[src/rtl/atm_money_ctrl_p_pkg.sv]
// rtl/atm_money_ctrl_p_pkg.sv - shared types and constants for the ATM money controller
package atm_pkg;

  typedef enum logic [1:0] {
    IDLE   = 2'd0,
    READY  = 2'd1,
    CHECK  = 2'd2,
    RESULT = 2'd3
  } state_t;

  typedef enum logic [1:0] {
    RES_OK      = 2'd0,
    RES_NOMONEY = 2'd1,
    RES_LIMIT   = 2'd2
  } result_t;

  localparam logic MODE_WD  = 1'b0;
  localparam logic MODE_DEP = 1'b1;

endpackage

[src/rtl/atm_money_ctrl_p_if.sv]
// rtl/atm_money_ctrl_p_if.sv - request/result bundle between auth FSM, controller and display
interface atm_money_ctrl_p_if #(
  parameter int N_SEL = 2,
  parameter int BAL_W = 12
);
  logic                  auth;
  logic                  mode;
  logic [N_SEL-1:0]      sel;
  logic                  req;
  logic                  ok;
  logic                  nomoney;
  logic                  limit;
  logic                  busy;
  logic [2**N_SEL-1:0]   amount_onehot;
  logic [BAL_W-1:0]      balance;
  logic [1:0]            state_dbg;

  modport master (
    output auth, mode, sel, req,
    input  ok, nomoney, limit, busy, amount_onehot, balance, state_dbg
  );

  modport slave (
    input  auth, mode, sel, req,
    output ok, nomoney, limit, busy, amount_onehot, balance, state_dbg
  );
endinterface

[src/rtl/atm_money_ctrl_p_rise_detect.sv]
// rtl/atm_money_ctrl_p_rise_detect.sv - registered rising-edge detector for level inputs
module rise_detect (
  input  logic clk,
  input  logic rst,
  input  logic d,
  output logic rise
);
  logic d_q;

  always_ff @(posedge clk or posedge rst) begin
    if (rst) d_q <= 1'b0;
    else     d_q <= d;
  end

  assign rise = d & ~d_q;
endmodule

[src/rtl/atm_money_ctrl_p.sv]
// rtl/atm_money_ctrl_p.sv - balance register with withdraw/deposit FSM, session limit and result hold
module atm_money_ctrl_p
  import atm_pkg::*;
#(
  parameter int BAL_W    = 12,
  parameter int STEP     = 100,
  parameter int N_SEL    = 2,
  parameter int INIT_BAL = 1000,
  parameter int MAX_WD   = 3,
  parameter int HOLD_CYC = 4
) (
  input logic                clk,
  input logic                rst,
  atm_money_ctrl_p_if.slave  bus
);
  localparam int AW     = BAL_W + 1;
  localparam int ONE_W  = 2**N_SEL;
  localparam int CNT_W  = $clog2(MAX_WD + 2);
  localparam int HOLD_W = $clog2(HOLD_CYC + 1);

  state_t             state, state_n;
  result_t            res;
  logic               rise;
  logic [N_SEL-1:0]   sel_q;
  logic               mode_q;
  logic [CNT_W-1:0]   cnt;
  logic [HOLD_W-1:0]  hold;
  logic [BAL_W-1:0]   balance;
  logic               ok_q, nomoney_q, limit_q;
  logic [ONE_W-1:0]   onehot_q;
  logic [AW-1:0]      amt, bal_ext, dep_sum;
  logic               hold_done;

  rise_detect u_rise (
    .clk  (clk),
    .rst  (rst),
    .d    (bus.req),
    .rise (rise)
  );

  assign amt       = (AW'(sel_q) + AW'(1)) * AW'(STEP);
  assign bal_ext   = {1'b0, balance};
  assign dep_sum   = bal_ext + amt;
  assign hold_done = (hold == HOLD_W'(HOLD_CYC - 1));

  // Both operands fit in BAL_W bits, so the carry bit alone signals overflow.
  always_comb begin
    res = RES_OK;
    if (mode_q == MODE_WD && cnt == CNT_W'(MAX_WD))   res = RES_LIMIT;
    else if (mode_q == MODE_WD && amt > bal_ext)      res = RES_NOMONEY;
    else if (mode_q == MODE_DEP && dep_sum[BAL_W])    res = RES_LIMIT;
  end

  always_comb begin
    state_n = state;
    if (!bus.auth) begin
      state_n = IDLE;
    end else begin
      case (state)
        IDLE:    state_n = READY;
        READY:   if (rise) state_n = CHECK;
        CHECK:   state_n = RESULT;
        RESULT:  if (hold_done) state_n = READY;
        default: state_n = IDLE;
      endcase
    end
  end

  always_ff @(posedge clk or posedge rst) begin
    if (rst) state <= IDLE;
    else     state <= state_n;
  end

  always_ff @(posedge clk or posedge rst) begin
    if (rst) begin
      sel_q     <= '0;
      mode_q    <= MODE_WD;
      cnt       <= '0;
      hold      <= '0;
      balance   <= BAL_W'(INIT_BAL);
      ok_q      <= 1'b0;
      nomoney_q <= 1'b0;
      limit_q   <= 1'b0;
      onehot_q  <= '0;
    end else if (!bus.auth) begin
      // Losing auth abandons any pending update and ends the session.
      cnt       <= '0;
      hold      <= '0;
      ok_q      <= 1'b0;
      nomoney_q <= 1'b0;
      limit_q   <= 1'b0;
      onehot_q  <= '0;
    end else begin
      case (state)
        IDLE: cnt <= '0;
        READY: begin
          if (rise) begin
            sel_q  <= bus.sel;
            mode_q <= bus.mode;
          end
        end
        CHECK: begin
          hold      <= '0;
          ok_q      <= (res == RES_OK);
          nomoney_q <= (res == RES_NOMONEY);
          limit_q   <= (res == RES_LIMIT);
          onehot_q  <= (res == RES_OK) ? (ONE_W'(1) << sel_q) : '0;
          if (res == RES_OK) begin
            if (mode_q == MODE_DEP) begin
              balance <= dep_sum[BAL_W-1:0];
            end else begin
              balance <= balance - amt[BAL_W-1:0];
              cnt     <= cnt + CNT_W'(1);
            end
          end
        end
        RESULT: begin
          if (hold_done) begin
            ok_q      <= 1'b0;
            nomoney_q <= 1'b0;
            limit_q   <= 1'b0;
            onehot_q  <= '0;
          end else begin
            hold <= hold + HOLD_W'(1);
          end
        end
        default: ;
      endcase
    end
  end

  assign bus.ok            = ok_q;
  assign bus.nomoney       = nomoney_q;
  assign bus.limit         = limit_q;
  assign bus.busy          = (state == CHECK) || (state == RESULT);
  assign bus.amount_onehot = onehot_q;
  assign bus.balance       = balance;
  assign bus.state_dbg     = state;
endmodule
[src/flat_wrapper.sv]
// flat-port wrapper written by rule: the top's interface ports become plain ports
module atm_money_ctrl_p_flat import atm_pkg::*;
#(
  parameter int BAL_W    = 12,
  parameter int STEP     = 100,
  parameter int N_SEL    = 2,
  parameter int INIT_BAL = 1000,
  parameter int MAX_WD   = 3,
  parameter int HOLD_CYC = 4
)
  (clk, rst, bus_auth, bus_mode, bus_sel, bus_req, bus_ok, bus_nomoney, bus_limit, bus_busy, bus_amount_onehot, bus_balance, bus_state_dbg);
  atm_money_ctrl_p_if #(.N_SEL(N_SEL), .BAL_W(BAL_W)) bus_i ();
  input logic clk;
  input logic rst;
  input wire logic [$bits(bus_i.auth)-1:0] bus_auth;
  input wire logic [$bits(bus_i.mode)-1:0] bus_mode;
  input wire logic [$bits(bus_i.sel)-1:0] bus_sel;
  input wire logic [$bits(bus_i.req)-1:0] bus_req;
  output wire logic [$bits(bus_i.ok)-1:0] bus_ok;
  output wire logic [$bits(bus_i.nomoney)-1:0] bus_nomoney;
  output wire logic [$bits(bus_i.limit)-1:0] bus_limit;
  output wire logic [$bits(bus_i.busy)-1:0] bus_busy;
  output wire logic [$bits(bus_i.amount_onehot)-1:0] bus_amount_onehot;
  output wire logic [$bits(bus_i.balance)-1:0] bus_balance;
  output wire logic [$bits(bus_i.state_dbg)-1:0] bus_state_dbg;
  assign bus_i.auth = bus_auth;
  assign bus_i.mode = bus_mode;
  assign bus_i.sel = bus_sel;
  assign bus_i.req = bus_req;
  assign bus_ok = bus_i.ok;
  assign bus_nomoney = bus_i.nomoney;
  assign bus_limit = bus_i.limit;
  assign bus_busy = bus_i.busy;
  assign bus_amount_onehot = bus_i.amount_onehot;
  assign bus_balance = bus_i.balance;
  assign bus_state_dbg = bus_i.state_dbg;
  atm_money_ctrl_p #(.BAL_W(BAL_W), .STEP(STEP), .N_SEL(N_SEL), .INIT_BAL(INIT_BAL), .MAX_WD(MAX_WD), .HOLD_CYC(HOLD_CYC)) u_core (.clk(clk), .rst(rst), .bus(bus_i));
endmodule
[config.mk]
export PLATFORM = sky130hd
export DESIGN_NAME = atm_money_ctrl_p_flat
export DESIGN_NICKNAME = d
export VERILOG_FILES = /design/src/rtl/atm_money_ctrl_p_pkg.sv /design/src/rtl/atm_money_ctrl_p_if.sv /design/src/rtl/atm_money_ctrl_p_rise_detect.sv /design/src/rtl/atm_money_ctrl_p.sv /design/src/flat_wrapper.sv
export SDC_FILE = /design/constraint.sdc
export NUM_CORES = 1
export LEC_CHECK = 0
export BUFFER_PORTS_ARGS = -buffer_cell sky130_fd_sc_hd__buf_4
export CAP_MARGIN = 40
export CORE_AREA = 5 5 90 92
export CTS_BUF_LIST = sky130_fd_sc_hd__clkbuf_8
export DETAILED_ROUTE_END_ITERATION = 12
export DIE_AREA = 0 0 95 97
export HOLD_SLACK_MARGIN = 0.02
export PLACE_DENSITY = 0.56
export REMOVE_ABC_BUFFERS = 1
export SKIP_CTS_REPAIR_TIMING = 1
export SLEW_MARGIN = 20
export SYNTH_ARGS = -nofsm -noshare
export SYNTH_HDL_FRONTEND = slang
export SYNTH_SLANG_ARGS = --single-unit
[constraint.sdc]
create_clock -name clk -period 4.7 [get_ports clk]
set_input_delay 0.705 -clock clk [delete_from_list [all_inputs] [get_ports clk]]
set_output_delay 0.705 -clock clk [all_outputs]
set_load 0.01 [all_outputs]
* Word-level counts from Yosys, hierarchy flattened *
Index checks and enable logic that the tools add are counted.

cells by class
  $add $sub $neg = 5
  shifts and indexed selects = 1
  mux-type cells = 26
  $lt $le $gt $ge = 1
  div/mod/pow operators = 0
  multiply operators = 1
  reduce and logical (&&, ||, !) cells = 12
  eq/ne operators = 14
  bitwise gates (word level) = 3

operators with widths
  kind                                                number
  2-to-1 mux 3 bit                                    5
  adder 12 x 13 -> 13 bit                             1
  greater-than comparator 13 x 12 -> 1 bit            1
  multiplier 13 x 5 -> 11 bit, second input constant  1
  2-to-1 mux 12 bit                                   1
  2-to-1 mux 2 bit                                    6
  2-to-1 mux 4 bit                                    3
  one-hot mux 3 bit (2 select lines)                  2
  subtractor 12 bit                                   1
  != test 3 x 2 -> 1 bit, second input constant       3
  AND reduction 3 bit                                 3
  one-hot mux 2 bit (4 select lines)                  1
  one-hot mux 4 bit (2 select lines)                  1
  adder 3 x 1 -> 3 bit, second input constant         2
  == test 2 bit, second input constant                3
  == test 3 x 2 -> 1 bit, second input constant       2
  != test 3 x 1 -> 1 bit, second input constant       2
  != test 3 bit, second input constant                2
  one-hot mux 1 bit (2 select lines)                  3
  AND reduction 2 bit                                 3
  == test 2 x 1 -> 1 bit, second input constant       2
  zero test 2 bit                                     2
  2-to-1 mux 1 bit                                    4
  << shifter 1 x 2 -> 4 bit, first input constant     1
  other kinds (5)                                     8

word-level totals
  memory bits (writable) = 0
  bits in read-only memories = 0
  memories kept = 0
  flip-flop bits (word level) = 31
  bits of input ports = 7
  bits in latches = 0

* Logic depth before layout (Yosys ltp) *
  depth after elaboration = 11
  gate-level depth with buffers = 12

* Modules after synthesis *
A second synthesis with hierarchy kept.

unflattened totals
  cells, all modules = 263
  area total of the unflattened synthesis = 2451.1 sq um

by module, submodules not included
  module            area each (sq um)  cells an instance  instances
  atm_money_ctrl_p  2408.6             260                1
  rise_detect       42.5               3                  1

* Worst setup path before layout *
Ideal clock, no wire load.

  kind = register to register
  start = reg u_core.sel_q[0]
  end = reg u_core.onehot_q[0] (netlist: u_core.bus.amount_onehot[0])
  path slack = 1822 ps
  stages on the path, launching flop included = 12
  path buffers = 1
  library setup time = 121 ps
  data arrival time = 2757 ps
  cells stage by stage = dfrtp_1 inv_1 ha_1 xnor2_1 ha_1 buf_6 nor2b_4 a2111oi_2 or4_4 nand3_1 nor2_2 a22o_1

on the way
  word-level cells in the longest chain between the ends = 11

RTL lines
  what                                    RTL line                 source
  start: declaration                      atm_money_ctrl_p.sv:24   logic [N_SEL-1:0] sel_q;
  start signal: assignment                atm_money_ctrl_p.sv:98   sel_q <= bus.sel;
  adder 2 x 1 -> 3 bit                    atm_money_ctrl_p.sv:41   assign amt = (AW'(sel_q) + AW'(1)) * AW'(STEP);
  multiplier 13 x 5 -> 11 bit             atm_money_ctrl_p.sv:41
  adder 12 x 13 -> 13 bit                 atm_money_ctrl_p.sv:43   assign dep_sum = bal_ext + amt;
  logical AND 1 bit                       atm_money_ctrl_p.sv:51   else if (mode_q == MODE_DEP && dep_sum[BAL_W]) res = RES_LIMIT;
  2-to-1 mux 2 bit                        atm_money_ctrl_p.sv:51
  2-to-1 mux 2 bit                        atm_money_ctrl_p.sv:50   else if (mode_q == MODE_WD && amt > bal_ext) res = RES_NOMONEY;
  2-to-1 mux 2 bit                        atm_money_ctrl_p.sv:49   if (mode_q == MODE_WD && cnt == CNT_W'(MAX_WD)) res = RES_LIMIT;
  zero test 2 bit                         atm_money_ctrl_p.sv:107  onehot_q <= (res == RES_OK) ? (ONE_W'(1) << sel_q) : '0;
  2-to-1 mux 4 bit (*)                    atm_money_ctrl_p.sv:107
  one-hot mux 4 bit (2 select lines) (*)  atm_money_ctrl_p.sv:94   case (state)
  2-to-1 mux 4 bit (*)                    atm_money_ctrl_p.sv:85   end else if (!bus.auth) begin
  end signal: assignment                  atm_money_ctrl_p.sv:107
  end: declaration                        atm_money_ctrl_p.sv:30   logic [ONE_W-1:0] onehot_q;

Every way passes the cells marked *; elsewhere a longest branch is shown, timed or not.
A chain may end at the register's enable or synchronous reset.

* Worst setup path after layout *
  start = reg u_core.sel_q[0]
  end = reg u_core.balance[10] (netlist: u_core.bus.balance[10])

on the way
  word-level cells in the longest chain between the ends = 9

RTL lines
  what                             RTL line                 source
  adder 2 x 1 -> 3 bit (*)         atm_money_ctrl_p.sv:41
  multiplier 13 x 5 -> 11 bit (*)  atm_money_ctrl_p.sv:41
  adder 12 x 13 -> 13 bit          atm_money_ctrl_p.sv:43
  logical AND 1 bit                atm_money_ctrl_p.sv:51
  2-to-1 mux 2 bit                 atm_money_ctrl_p.sv:51
  2-to-1 mux 2 bit                 atm_money_ctrl_p.sv:50
  2-to-1 mux 2 bit                 atm_money_ctrl_p.sv:49
  zero test 2 bit                  atm_money_ctrl_p.sv:108  if (res == RES_OK) begin
  AND reduction 3 bit (no line)    --
  end signal: assignment           atm_money_ctrl_p.sv:80   balance <= BAL_W'(INIT_BAL);
  end signal: assignment           atm_money_ctrl_p.sv:110  balance <= dep_sum[BAL_W-1:0];
  end signal: assignment           atm_money_ctrl_p.sv:112  balance <= balance - amt[BAL_W-1:0];
  end: declaration                 atm_money_ctrl_p.sv:28   logic [BAL_W-1:0] balance;

Marked as above.

==> flow_metrics.env <==
export IMPL_outcome="complete, no violations"
export IMPL_place_ws_ns=1.379
export IMPL_clock_skew_ns=0.006628
export IMPL_min_period_ns=3.318
export IMPL_holdPathEnd="u_core.cnt[2]"
export IMPL_wirelength_met1_um=2455
export IMPL_crit_fanout=18
export IMPL_routed_wl_um=5440
export IMPL_numPortBuffers=26
export IMPL_wire_per_inst_um=13.91
export IMPL_fp_row_count=31
export IMPL_ys_warnings_count=0
export IMPL_maxSlewViolCount=0
export IMPL_hold_path_depth=2
export IMPL_die_area_sq_um=9215
export IMPL_rsz0062_at_grt="false"
export IMPL_diodes=0
export IMPL_grt_overflow=0
export IMPL_grt_pass1_wl_um=9025
export IMPL_drc=0
export IMPL_synth_main_ff_cell="dfrtp_1"
export IMPL_r2r_start="u_core.sel_q[0]"
export IMPL_layout_common_cells="40 x ha_1, 32 x inv_1, 27 x buf_4"
export IMPL_cts_tree="built"
export IMPL_drt_first_iter_violations=52
export IMPL_synthArstFlopShare_pct=100.0
export IMPL_multi_input_area_sq_um=1540
export IMPL_drive_gt1_share_pct=19.18
export IMPL_syn_area_per_cell_sq_um=9.264
export IMPL_cap_violations=0
export IMPL_layout_commonest_cell="ha_1"
export IMPL_placed_area_sq_um=2720
export IMPL_cts_buffer_depth=2
export IMPL_clk_root_buffer_cell="clkbuf_8"
export IMPL_tightest_slew_ns=0.7015
export IMPL_dr_wl_met3_um=223
export IMPL_finalCritPeriodShare_pct=70.59
export IMPL_max_slew_margin_pct=52.64
export IMPL_hold_start="u_core.cnt[2]"
export IMPL_final_core_util_pct=39.53
export IMPL_synth_edf_count=0
export IMPL_vias=1879
export IMPL_hpwl_um=4258
export IMPL_start_util_pct=34.40
export IMPL_finalInstanceArea_sq_um=2821
export IMPL_netlist_cell_type_count=53
export IMPL_grt_pass1_vias=1830
export IMPL_firstDrtPassIters=4
export IMPL_cts_num_sinks=29
export IMPL_regToRegSetupSlack_ns=1.38
export IMPL_fp_dieW_um=95
export IMPL_path_class="reg2reg"
export IMPL_cp_arrival_ns=3.53
export IMPL_setup_tns_ns=0
export IMPL_path_clk_slew_ns=0.07
export IMPL_worstPathRequired_ns=4.91
export IMPL_routed_top_layer="met4"
export IMPL_endpoint_kind="flop"
export IMPL_setup_slack_ns=1.382
export IMPL_globalRouteTotalUtil_pct=12.49
export IMPL_cts_max_level=2
export IMPL_place_congestion=0.8935
export IMPL_critPathLaunchType="flop"
export IMPL_syn_area_sq_um=2455
export IMPL_finalSetupViolCount=0
export IMPL_antenna_found_initial=0
export IMPL_core_area_sq_um=7137
export IMPL_r2r_end="u_core.bus.balance[10]"
export IMPL_detail_route_antenna_nets=0
export IMPL_hold_violations=0
export IMPL_fp_dieH_um=97
export IMPL_cts_inserted_buffers=5
export IMPL_syn2layout_area_growth_pct=14.93
export IMPL_nFillCells=729
export IMPL_grt_max_degree=30
export IMPL_ys_ff_latch=29
export IMPL_timing_fmax_ghz=0.3014
export IMPL_regArea_sq_um=733.2
export IMPL_clock_latency_ns=0.29
export IMPL_nets=340
export IMPL_ff2ff_path_depth=10
export IMPL_wl_met2_um=2643
export IMPL_vias_per_cell=4.806
export IMPL_hold_path_class="reg2reg"
export IMPL_ioPinCount=29
export IMPL_yosysSeqAreaShare_pct=29.87
export IMPL_syn_instance_count=265
==> flip-flops by register name, summed over array words and instances, names as in the netlist <==
signal	cells
u_core.bus.state_dbg	2
u_core.bus.balance	10
u_core.bus.limit	1
u_core.bus.amount_onehot	4
u_core.bus.ok	1
u_core.u_rise.d_q	1
u_core.mode_q	1
u_core.cnt	3
u_core.hold	3
u_core.bus.nomoney	1
u_core.sel_q	2
==> worst max-delay path: stages (launching register included) <==
cell and delay [ns]:
dfrtp_1 0.49, inv_1 0.21, ha_1 0.41, xnor2_1 0.19, ha_1 0.55, nor2_4 0.09, a2111oi_2 0.41, or4_4 0.23
nand4b_4 0.26, a21oi_2 0.22, xor2_1 0.16
==> final cells by class <==
| type | count | area share, % |
|---|---|---|
| multi-input combinational | 196 | 54.59 |
| inverter | 32 | 4.257 |
| timing repair buffer | 27 | 7.184 |
| clock inverter | 1 | 0.1774 |
| tap | 99 | 4.390 |
| sequential | 29 | 25.99 |
| clock buffer | 7 | 3.415 |
==> layer usage <==
metal	vias up	global-route usage (%)
li1	951	-
met1	877	15.60
met2	42	20.34
met3	9	3.569
met4	0	4.329
met5	-	0
==> cell usage after synthesis, types with 3 or more instances <==
master | n | area [sq um]
a21o_1 | 6 | 45.04
a21oi_1 | 13 | 65.06
a22o_1 | 4 | 35.03
a22oi_1 | 3 | 22.52
buf_6 | 3 | 33.78
clkbuf_1 | 3 | 11.26
dfrtp_1 | 23 | 575.6
dfstp_2 | 6 | 157.7
ha_1 | 40 | 500.5
inv_1 | 32 | 120.1
mux2_2 | 3 | 33.78
nand2_1 | 19 | 71.32
nand2b_1 | 7 | 43.79
nand3_1 | 7 | 35.03
nor2_1 | 11 | 41.29
nor2b_1 | 6 | 37.54
nor3_1 | 5 | 25.02
o21ai_0 | 13 | 65.06
o21ai_1 | 8 | 40.04
xnor2_1 | 6 | 52.55
xor2_1 | 5 | 43.79
==> per-stage QoR <==
step	instances	hold slack, ns
6_report	391	0.4740
5_1_grt	391	0.4976
4_1_cts	391	0.4820
3_5_place_dp	383	0.4660
3_3_place_gp	383	0.4658
2_1_floorplan	257	0.4485
==> logic make-up (layout without fill, tap and decap cells) <==
logic type / Yosys count / in the layout / share of synthesized area [%]
other: 1 / 2 / 0.1528
buffers and inverters: 41 / 67 / 7.543
DFF: 29 / 29 / 29.87
adders and majority gates: 42 / 42 / 22.02
and+or+nand+nor: 67 / 67 / 14.93
AOI/OAI and AO/OA: 69 / 69 / 19.37
xor gates and xnor gates: 11 / 11 / 3.924
muxes: 5 / 5 / 2.192
==> worst max path at each step <==
stage	from	endpoint	slack, ns
after floorplan	u_core.sel_q[0]	u_core.bus.balance[10]	1.80
final	u_core.sel_q[0]	u_core.bus.balance[10]	1.38
after global routing	u_core.sel_q[0]	u_core.bus.balance[10]	1.13
after detailed placement	u_core.sel_q[0]	u_core.bus.balance[11]	1.38
after global placement	u_core.sel_q[0]	u_core.bus.balance[11]	1.50
after CTS	u_core.sel_q[0]	u_core.bus.balance[11]	1.36
Power is left out: the tool's default activity adds up to more than one toggle a clock period on the data nets, which glitch-free logic cannot reach.
